===== src/rtl/mem_ls_stage.sv =====
// MEM pipeline stage: passes ALU/HI-LO results through and runs loads/stores over a
// req/ack data bus, with big-endian lane select, misalignment traps and a bus timeout.
module mem_ls_stage #(
    parameter int ADDR_W     = 32,
    parameter int REG_ADDR_W = 5,
    parameter int MAX_WAIT   = 15
) (
    input  logic                  clk,
    input  logic                  rst,
    input  logic [31:0]           wdata_i,
    input  logic [REG_ADDR_W-1:0] wd_i,
    input  logic                  wreg_i,
    input  logic                  whilo_i,
    input  logic [31:0]           hi_i,
    input  logic [31:0]           lo_i,
    input  logic [3:0]            mem_op_i,
    input  logic [ADDR_W-1:0]     mem_addr_i,
    input  logic [31:0]           store_data_i,
    output logic [31:0]           wdata_o,
    output logic [REG_ADDR_W-1:0] wd_o,
    output logic                  wreg_o,
    output logic                  whilo_o,
    output logic [31:0]           hi_o,
    output logic [31:0]           lo_o,
    output logic                  mem_req_o,
    output logic                  mem_we_o,
    output logic [ADDR_W-1:0]     mem_addr_o,
    output logic [3:0]            mem_sel_o,
    output logic [31:0]           mem_data_o,
    input  logic                  mem_ack_i,
    input  logic [31:0]           mem_data_i,
    output logic                  stall_req_o,
    output logic                  adel_o,
    output logic                  ades_o,
    output logic                  bus_err_o,
    output logic [1:0]            dbg_state
);
    typedef enum logic [1:0] {IDLE = 2'd0, WAIT = 2'd1, DONE = 2'd2} state_t;

    localparam logic [7:0] LAST_WAIT = 8'(MAX_WAIT - 1);

    state_t      state;
    logic [7:0]  wait_cnt;
    logic        timeout;
    logic [31:0] rd_data;
    logic [3:0]  op_q;
    logic [1:0]  off_q;

    logic        is_load, is_store, is_byte, is_half, is_word, misaligned, start;
    logic [3:0]  sel_nxt;
    logic [31:0] sdata_nxt;
    logic [7:0]  ld_byte;
    logic [15:0] ld_half;
    logic [31:0] ld_val;
    logic        op_q_is_load;

    assign dbg_state = state;

    always_comb begin
        is_load    = (mem_op_i >= 4'd1) && (mem_op_i <= 4'd5);
        is_store   = (mem_op_i >= 4'd6) && (mem_op_i <= 4'd8);
        is_byte    = (mem_op_i == 4'd1) || (mem_op_i == 4'd2) || (mem_op_i == 4'd6);
        is_half    = (mem_op_i == 4'd3) || (mem_op_i == 4'd4) || (mem_op_i == 4'd7);
        is_word    = (mem_op_i == 4'd5) || (mem_op_i == 4'd8);
        misaligned = (is_half && mem_addr_i[0]) || (is_word && (mem_addr_i[1:0] != 2'b00));
        start      = (state == IDLE) && (is_load || is_store) && !misaligned;

        // Big-endian lanes: byte offset 0 is the most significant byte.
        sel_nxt   = 4'b1111;
        sdata_nxt = store_data_i;
        if (is_byte) begin
            sel_nxt   = 4'b1000 >> mem_addr_i[1:0];
            sdata_nxt = {4{store_data_i[7:0]}};
        end else if (is_half) begin
            sel_nxt   = mem_addr_i[1] ? 4'b0011 : 4'b1100;
            sdata_nxt = {2{store_data_i[15:0]}};
        end
    end

    always_comb begin
        ld_byte = rd_data[31:24];
        case (off_q)
            2'd1:    ld_byte = rd_data[23:16];
            2'd2:    ld_byte = rd_data[15:8];
            2'd3:    ld_byte = rd_data[7:0];
            default: ld_byte = rd_data[31:24];
        endcase
        ld_half = off_q[1] ? rd_data[15:0] : rd_data[31:16];
        case (op_q)
            4'd1:    ld_val = {{24{ld_byte[7]}}, ld_byte};
            4'd2:    ld_val = {24'h0, ld_byte};
            4'd3:    ld_val = {{16{ld_half[15]}}, ld_half};
            4'd4:    ld_val = {16'h0, ld_half};
            default: ld_val = rd_data;
        endcase
        op_q_is_load = (op_q >= 4'd1) && (op_q <= 4'd5);
    end

    // Bus handshake: mem_req_o rises together with valid we/addr/sel/data, and all of
    // them hold steady until the cycle mem_ack_i is seen (read data is valid in that
    // same cycle) or the wait budget runs out; req drops at the following edge.
    always_ff @(posedge clk) begin
        if (rst) begin
            state      <= IDLE;
            wait_cnt   <= 8'd0;
            timeout    <= 1'b0;
            rd_data    <= 32'h0;
            op_q       <= 4'd0;
            off_q      <= 2'd0;
            mem_req_o  <= 1'b0;
            mem_we_o   <= 1'b0;
            mem_addr_o <= '0;
            mem_sel_o  <= 4'b0000;
            mem_data_o <= 32'h0;
        end else begin
            case (state)
                IDLE: begin
                    if (start) begin
                        mem_req_o  <= 1'b1;
                        mem_we_o   <= is_store;
                        mem_addr_o <= {mem_addr_i[ADDR_W-1:2], 2'b00};
                        mem_sel_o  <= sel_nxt;
                        mem_data_o <= sdata_nxt;
                        op_q       <= mem_op_i;
                        off_q      <= mem_addr_i[1:0];
                        wait_cnt   <= 8'd0;
                        timeout    <= 1'b0;
                        state      <= WAIT;
                    end
                end
                WAIT: begin
                    if (mem_ack_i) begin
                        rd_data   <= mem_data_i;
                        mem_req_o <= 1'b0;
                        state     <= DONE;
                    end else if (wait_cnt == LAST_WAIT) begin
                        mem_req_o <= 1'b0;
                        timeout   <= 1'b1;
                        state     <= DONE;
                    end else begin
                        wait_cnt <= wait_cnt + 8'd1;
                    end
                end
                DONE: begin
                    // The pipeline advances at this edge, so the op is never reissued.
                    timeout <= 1'b0;
                    state   <= IDLE;
                end
                default: state <= IDLE;
            endcase
        end
    end

    always_comb begin
        wdata_o     = wdata_i;
        wd_o        = wd_i;
        wreg_o      = wreg_i;
        whilo_o     = whilo_i;
        hi_o        = hi_i;
        lo_o        = lo_i;
        stall_req_o = start || (state == WAIT);
        adel_o      = (state == IDLE) && is_load && misaligned;
        ades_o      = (state == IDLE) && is_store && misaligned;
        bus_err_o   = (state == DONE) && timeout;
        if (adel_o) begin
            wreg_o = 1'b0;
        end
        if ((state == DONE) && op_q_is_load) begin
            wdata_o = ld_val;
            wreg_o  = wreg_i && !timeout;
        end
        if (rst) begin
            wdata_o     = 32'h0;
            wd_o        = '0;
            wreg_o      = 1'b0;
            whilo_o     = 1'b0;
            hi_o        = 32'h0;
            lo_o        = 32'h0;
            stall_req_o = 1'b0;
            adel_o      = 1'b0;
            ades_o      = 1'b0;
            bus_err_o   = 1'b0;
        end
    end
endmodule


===== config.mk =====
export PLATFORM = sky130hd
export DESIGN_NAME = mem_ls_stage
export DESIGN_NICKNAME = d
export VERILOG_FILES = /design/src/rtl/mem_ls_stage.sv
export SDC_FILE = /design/constraint.sdc
export NUM_CORES = 1
export LEC_CHECK = 0
export ABC_AREA = 1
export BUFFER_PORTS_ARGS = -buffer_cell sky130_fd_sc_hd__buf_2
export CORE_AREA = 3 3 149 151
export CTS_CLUSTER_DIAMETER = 120
export DETAILED_ROUTE_END_ITERATION = 12
export DIE_AREA = 0 0 152 154
export GPL_TIMING_DRIVEN = 0
export PLACE_DENSITY_LB_ADDON = 0.12
export SLEW_MARGIN = 30
export SYNTH_ARGS = -nofsm -noshare
export SYNTH_HDL_FRONTEND = slang
export SYNTH_SLANG_ARGS = --single-unit

===== constraint.sdc =====
create_clock -name clk -period 1.95 [get_ports clk]
set_input_delay 0.195 -clock clk [delete_from_list [all_inputs] [get_ports clk]]
set_output_delay 0.195 -clock clk [all_outputs]
set_load 0.05 [all_outputs]

==> impl_results.md, run 1 <==
* Result of the run: complete, but fails checks
* Violated checks: negative setup slack
* Logic pwr share at 0.385
* Reg2reg end: rd_data[13]$_SDFFE_PP0P_
* Fmax at 445 MHz
* Worst hold path class: in2reg
* Final Max Tran Viols at 0
* Power density normalized to cell area at 887 nW/um^2
* Sum of buffers and inverters on the critical path at 4
* 1st-iter DRT viols at 425
* Fin Hold WS at 0.0223 ns
* Crit Reg-Reg Startpoint: dbg_state[0]$_SDFFE_PP0P_
* Normalized max-slew margin at 0.379
* Final Critical Period at 2.25 ns
* Logic depth of the worst register-to-register path at 6
* Wire length of the first global-routing pass at 42600 um
* DPL Wire Length at 21000 um
* Deepest clock path buffer count at 2
* Synth warnings at 0
* Crit path setup slack, layout at -0.300 ns
* Fin crit share at 1.15
* Top Family by Delay on Critical Path: buffers and inverters
* CTS tree: done
* Hold endpoint: mem_addr_o[21]$_SDFFE_PP0P_
* Number of nets at the end of the flow at 1696
* Drt first pass iters at 6
* Utilization after layout at 0.501
* Diode count at 0
* Standard cell core area at 21000 sq um
* Critical Path Max Stage Delay at 0.36 ns
* Total die area at 23400 sq um
* Busiest layer in global routing: met2
* Met1 Resource Use GR at 0.277
* Hold Path Cell Cnt at 3
* Y dimension of the die at 154 um
* Clock transition at the registers of the reported paths at 0.06 ns
* IO Port Bufs at 379
* Met2 layer usage reported by global route at 0.361
* DRC violations left at 0
* Pin count of the biggest net entering global routing at 20
* Cell chosen for the clock root: clkbuf_16
* Data arrival at the endpoint of the critical path at 2.05 ns
* Cells traversed along the worst timing path: o21ai_4, nand2_1, and3_4, buf_12, clkinv_8, buf_8, nand2_1, a21oi_4, buf_6
* Setup slack of the worst register-to-register path at 0.20 ns
* Total power draw at 9310 uW
* LEAKAGE at 0.00539 uW
* Switching Power at 3920 uW
* Worst setup EP type: primary output
* Origin of the worst min-delay path: mem_addr_i[21]
* Antenna violations before repair at 1
* Via count of the first global-routing pass at 8057
* Grt ovf at 0
* Final setup violation count at 32
* Required time worst endpoint at 1.75 ns
* Area added between synthesis and finish at 59.3%
* Routed Wire Length at 27100 um
* Worst Max-Slew Pin Slew at 0.931 ns
* Register bit count reported by yosys at 117
* Top cell by count, worst path: nand2_1
* Share of post-route cells with drive strength above 1 at 0.391
* Clock latency on the worst-skew pair at 0.42 ns
* Sequential-to-total area share from yosys stat at 0.356
* Sequential share of power at 0.301
* Critical setup path kind: reg2out
* Count of endpoints failing hold in the final timing report at 0
* Clock H-tree levels at 4
* Standard-cell rows at 53
* Crit path max fanout at 10
* Number of hold-repair buffers added at the cts stage at 0
* Worst Setup Start Kind: register
* Drt via density at 4.60
* Internal power summed over all cells at 5390 uW
* Critical path depth in cells at 9
* Maxcap violations at 0
* Synthesized cell area at 6580 sq um
* Routed Antenna Nets at 0
* Critical-path top delay cell: dfxtp_4
* Final GP Congestion at 0.861
* Initial Utilization at 0.314
* GR met3 Demand/Resource at 0.0749
* Routed wirelength normalized by instance count at 15.3 um
* Synthesized area per cell at 6.13 sq um
* Boundary pin count at 385
* Clock Power Share at 0.314
* Total via count after detailed routing at 8169
* Synth Instances at 1074
* Unrepaired setup endpoints after global routing: true
* Sw Share at 0.421
* Global-route usage over all layers at 0.221
* Horizontal die dimension at 152 um
* Num Clock Sinks at 117
* Worst supply voltage drop on vdd at 0.621 mV
* Post-synthesis cell type count at 35
* Clock skew after layout at 0.00551 ns
* Final TNS setup at -7.71 ns
* Number of CTS-inserted buffers at 17
## registers in the layout, indices dropped and copies added, names as in the netlist, 2 cells and up
signal	cells
mem_addr_o	30
dbg_state	2
wait_cnt	8
mem_data_o	32
op_q	4
mem_sel_o	4
off_q	2
rd_data	32
## cell usage in the layout, fill, tap and decap left out, types with 6 or more instances in the layout
cell type	synthesis	final
buf_12	0	6
nand3_1	49	32
o21ai_1	8	17
clkbuf_16	0	19
inv_1	117	115
inv_2	13	13
o211ai_1	7	7
o21ai_0	136	126
buf_6	7	40
inv_6	1	8
nor2_2	0	10
nand2_2	4	15
nor2_4	3	12
nor2_1	244	225
a21oi_1	83	57
clkbuf_1	28	23
nand2_1	199	184
dfxtp_1	117	111
nand3_2	2	15
a21oi_4	0	23
buf_4	10	23
buf_2	19	354
## layout make-up
type                    instances  area, sq um
plain buffers                  64          462
inverters                     132          520
clock inverters                15          123
well taps                     275          344
multi-input cells             759         3950
clock buffers                  17          425
flip-flops and latches        117         2360
repair buffers                397         2300
fillers                      2201        10500
## worst reg2reg max path, cell delays in order, from the launching register on
cell,delay [ns]
dfxtp_1,0.41
inv_2,0.09
nor2_4,0.18
nand2_1,0.29
clkbuf_1,0.33
o21ai_0,0.27
a21oi_1,0.06
## synthesized netlist by cell type (all sizes together)
cell type | count | area share
nor2 | 247 | 0.14
nand2 | 205 | 0.12
o21ai | 147 | 0.11
inv | 131 | 0.075
dfxtp | 117 | 0.36
a21oi | 83 | 0.063
nand3 | 51 | 0.040
buf | 39 | 0.040
clkbuf | 28 | 0.016
o211ai | 7 | 0.0080
nor3 | 6 | 0.0053
ha | 2 | 0.0038
nand4 | 2 | 0.0019
xor2 | 2 | 0.0027
a32oi | 1 | 0.0013
and3 | 1 | 0.00095
clkinv | 1 | 0.00076
conb | 1 | 0.00057
o21bai | 1 | 0.0011
o31ai | 1 | 0.0011
xnor2 | 1 | 0.0013
## per-stage QoR
stage                     instance area (sq um)  instances  setup WS (ns)
after floorplan                            6880       1075        -0.0644
after CTS                                 10200       1771         -0.283
after detailed placement                   9130       1729         -0.303
after global placement                     9120       1729         -0.289
final                                     10500       1776         -0.300
after global routing                      10500       1776         -0.391
## power groups by stage
| stage | clock network [uW] | logic [uW] | registers (uW) |
|---|---|---|---|
| CTS | 2980 | 3480 | 2800 |
| detailed placement | 0 | 3240 | 2830 |
| global placement | 0 | 3230 | 2820 |
| global route | 3100 | 3880 | 2840 |
| floorplan | 0 | 1680 | 3470 |
| finish | 2930 | 3580 | 2800 |
## kinds of logic after synthesis
logic type,Yosys count,share of synthesized area
XOR/XNOR,3,0.00399
buffers and inverters,199,0.132
AO/OA/AOI/OAI,240,0.189
AND/OR/NAND/NOR,512,0.315
flip-flops,117,0.356
other,1,0.000570
adder cells (fa/ha/maj),2,0.00380
## worst max-delay path by stage
| stage | from | endpoint | slack [ns] |
|---|---|---|---|
| finish | op_q[0]$_SDFFE_PP0P_ | wdata_o[19] | -0.30 |
| detailed placement | op_q[2]$_SDFFE_PP0P_ | wdata_o[0] | -0.30 |
| CTS | op_q[1]$_SDFFE_PP0P_ | wdata_o[25] | -0.28 |
| global placement | op_q[2]$_SDFFE_PP0P_ | wdata_o[0] | -0.29 |
| global route | op_q[0]$_SDFFE_PP0P_ | wdata_o[19] | -0.39 |
| floorplan | dbg_state[0]$_SDFFE_PP0P_ | wdata_o[29] | -0.06 |
## per-layer routing
| layer | share of wire | vias to the layer above |
|---|---|---|
| li1 | - | 4195 |
| met1 | 0.43 | 3624 |
| met2 | 0.47 | 300 |
| met3 | 0.079 | 48 |
| met4 | 0.021 | 2 |
| met5 | 0.00026 | - |
## repair_timing
action,in CTS,in global routing
setup buffers,12,3
pin swaps,9,20
endpoints found under the hold margin,0,0
cloned,1,2
endpoints found under the setup margin,36,34
gates resized for setup,133,65
(Power assumes the default switching activity.)
==> run 2: changes to the inputs <==
--- a/config.mk
+++ b/config.mk
@@ -13,6 +13,7 @@
 export DIE_AREA = 0 0 152 154
 export GPL_TIMING_DRIVEN = 0
 export PLACE_DENSITY_LB_ADDON = 0.12
+export RECOVER_POWER = 100
 export SLEW_MARGIN = 30
 export SYNTH_ARGS = -nofsm -noshare
 export SYNTH_HDL_FRONTEND = slang
==> run 2 against run 1 <==
  * The flow still finishes with violations (negative setup slack)
  * Flip-flop and latch count unchanged
  * Fmax about the same
  * First-iteration DRC count down 9.6%
  * Power down 0.80%
  * Combinational power down 2%
  * Cell count unchanged
  * Critical endpoint unchanged
  * Highest routed layer unchanged
==> impl_results.md, run 2 (same netlist as run 1, synthesis figures left out) <==
* Result of the run: complete, but fails checks
* Violated checks: negative setup slack
* Final GP Congestion at 0.861
* Critical path depth in cells at 9
* Hold Path Cell Cnt at 3
* Standard-cell rows at 53
* Internal power summed over all cells at 5320 uW
* Post-route standard cell area excluding fillers at 10300 sq um
* Global-route usage over all layers at 0.221
* Num Clock Sinks at 117
* Fmax at 445 MHz
* IO Port Bufs at 379
* Clock H-tree levels at 4
* CTS tree: done
* Critical setup path kind: reg2out
* Logic pwr share at 0.379
* Worst Setup Start Kind: register
* DPL Wire Length at 21000 um
* Power density normalized to cell area at 892 nW/um^2
* Final Critical Period at 2.25 ns
* Number of nets at the end of the flow at 1696
* Diode count at 0
* Fin crit share at 1.15
* Count of endpoints failing hold in the final timing report at 0
* Cell chosen for the clock root: clkbuf_16
* Critical-path top delay cell: dfxtp_4
* Area added between synthesis and finish at 57.2%
* Commonest non-fill, non-tap cell in the layout: nor2_1
* Sum of buffers and inverters on the critical path at 4
* Crit path setup slack, layout at -0.299 ns
* Routed wirelength normalized by instance count at 15.2 um
* Drt via density at 4.60
* Worst hold path class: in2reg
* Sw Share at 0.424
* Required time worst endpoint at 1.75 ns
* Via count of the first global-routing pass at 8057
* Share of post-route cells with drive strength above 1 at 0.324
* Boundary pin count at 385
* Cell area after placement at 9130 sq um
* Clock transition at the registers of the reported paths at 0.06 ns
* Total die area at 23400 sq um
* Clock latency on the worst-skew pair at 0.42 ns
* Critical Path Max Stage Delay at 0.36 ns
* Worst setup EP type: primary output
* Crit path max fanout at 10
* Largest registers ranked by flip-flop count: mem_data_o (32), rd_data (32), mem_addr_o (30)
* Number of hold-repair buffers added at the cts stage at 0
* DRC violations left at 0
* Final setup violation count at 50
* Switching Power at 3910 uW
* Worst supply voltage drop on vdd at 0.625 mV
* Normalized max-slew margin at 0.359
* Horizontal die dimension at 152 um
* Utilization after layout at 0.494
* Cells traversed along the worst timing path: o21ai_4, nand2_1, and3_4, buf_12, clkinv_8, buf_8, nand2_1, a21oi_4, buf_6
* Worst Max-Slew Pin Slew at 0.961 ns
* Grt ovf at 0
* Commonest cells after routing, fill and taps aside: 225 x nor2_1, 215 x buf_2, 185 x nand2_1, 126 x o21ai_0, 123 x clkbuf_1
* LEAKAGE at 0.00500 uW
* Wire length of the first global-routing pass at 42600 um
* Deepest clock path buffer count at 2
* Routed Wire Length at 27000 um
* Maxcap violations at 0
* Top cell by count, worst path: nand2_1
* Unrepaired setup endpoints after global routing: true
* Clock Power Share at 0.317
* Top Family by Delay on Critical Path: buffers and inverters
* Standard cell core area at 21000 sq um
* Final Max Tran Viols at 0
* FILL cells at 2264
* Y dimension of the die at 154 um
* Clock skew after layout at 0.00600 ns
* 1st-iter DRT viols at 384
* Routed Antenna Nets at 0
* Drt first pass iters at 5
* Sequential share of power at 0.304
* Number of CTS-inserted buffers at 17
* Total via count after detailed routing at 8167
* Data arrival at the endpoint of the critical path at 2.05 ns
* Initial Utilization at 0.314
* Pin count of the biggest net entering global routing at 20
* Antenna violations before repair at 1
* Logic depth of the worst register-to-register path at 10
## run 2: stage by stage
stage | hold slack, ns | setup slack [ns] | TNS (ns) | total power (uW) | std cells
after floorplan | 0.324 | -0.0644 | -0.0644 | 5150 | 1075
after global placement | 0.438 | -0.289 | -8.78 | 6050 | 1729
after detailed placement | 0.444 | -0.303 | -8.72 | 6070 | 1729
after CTS | 0.00986 | -0.283 | -8.53 | 9260 | 1771
after global routing | 0.0274 | -0.391 | -24.95 | 9740 | 1776
final | 0.0202 | -0.299 | -8.82 | 9230 | 1776
## run 2: worst paths after layout
path	startpoint	to	slack, ns
max reg2reg	dbg_state[0]$_SDFFE_PP0P_	wait_cnt[6]$_SDFFE_PP0P_	-0.12
max	op_q[0]$_SDFFE_PP0P_	wdata_o[19]	-0.30
min reg2reg	mem_we_o$_SDFFE_PP0P_	mem_we_o$_SDFFE_PP0P_	0.46
min	mem_addr_i[21]	mem_addr_o[21]$_SDFFE_PP0P_	0.02
## run 2: cell type report
| cell class | count | area [sq um] | share of cell area |
|---|---|---|---|
| Inverter | 132 | 517 | 0.0500 |
| Tap cell | 275 | 344 | 0.0333 |
| Buffer | 64 | 457 | 0.0441 |
| Clock inverter | 15 | 123 | 0.0119 |
| Multi-Input combinational cell | 759 | 3940 | 0.380 |
| Timing Repair Buffer | 397 | 2180 | 0.211 |
| Sequential cell | 117 | 2360 | 0.228 |
| Clock buffer | 17 | 425 | 0.0411 |
## run 2: what timing repair did
action,in CTS,in global routing
setup endpoints to repair,36,34
resized for setup,133,65
gates cloned,1,2
pin swaps,9,20
buffers inserted,12,3
## run 2: worst reg2reg max path: stages (launching register included)
cell,delay [ns]
dfxtp_1,0.41
inv_2,0.09
nor2_4,0.18
inv_2,0.10
nor3_1,0.40
clkinv_1,0.30
nand2_2,0.18
buf_6,0.15
nand3_1,0.07
nand2_1,0.06
nor2_1,0.03
## run 2: routing by layer
layer / part of all wire / GRT usage / up-vias
li1: - / - / 4203
met1: 0.43 / 0.277 / 3611
met2: 0.47 / 0.361 / 308
met3: 0.081 / 0.0749 / 43
met4: 0.021 / 0.0676 / 2
met5: 0.00026 / 0 / -
## run 2: power by group through the flow
stage / Sequential, uW / Combinational, uW / Clock [uW]
floorplan: 3470 / 1680 / 0
global placement: 2820 / 3230 / 0
detailed placement: 2830 / 3240 / 0
CTS: 2800 / 3480 / 2980
global route: 2840 / 3800 / 3100
finish: 2810 / 3500 / 2930
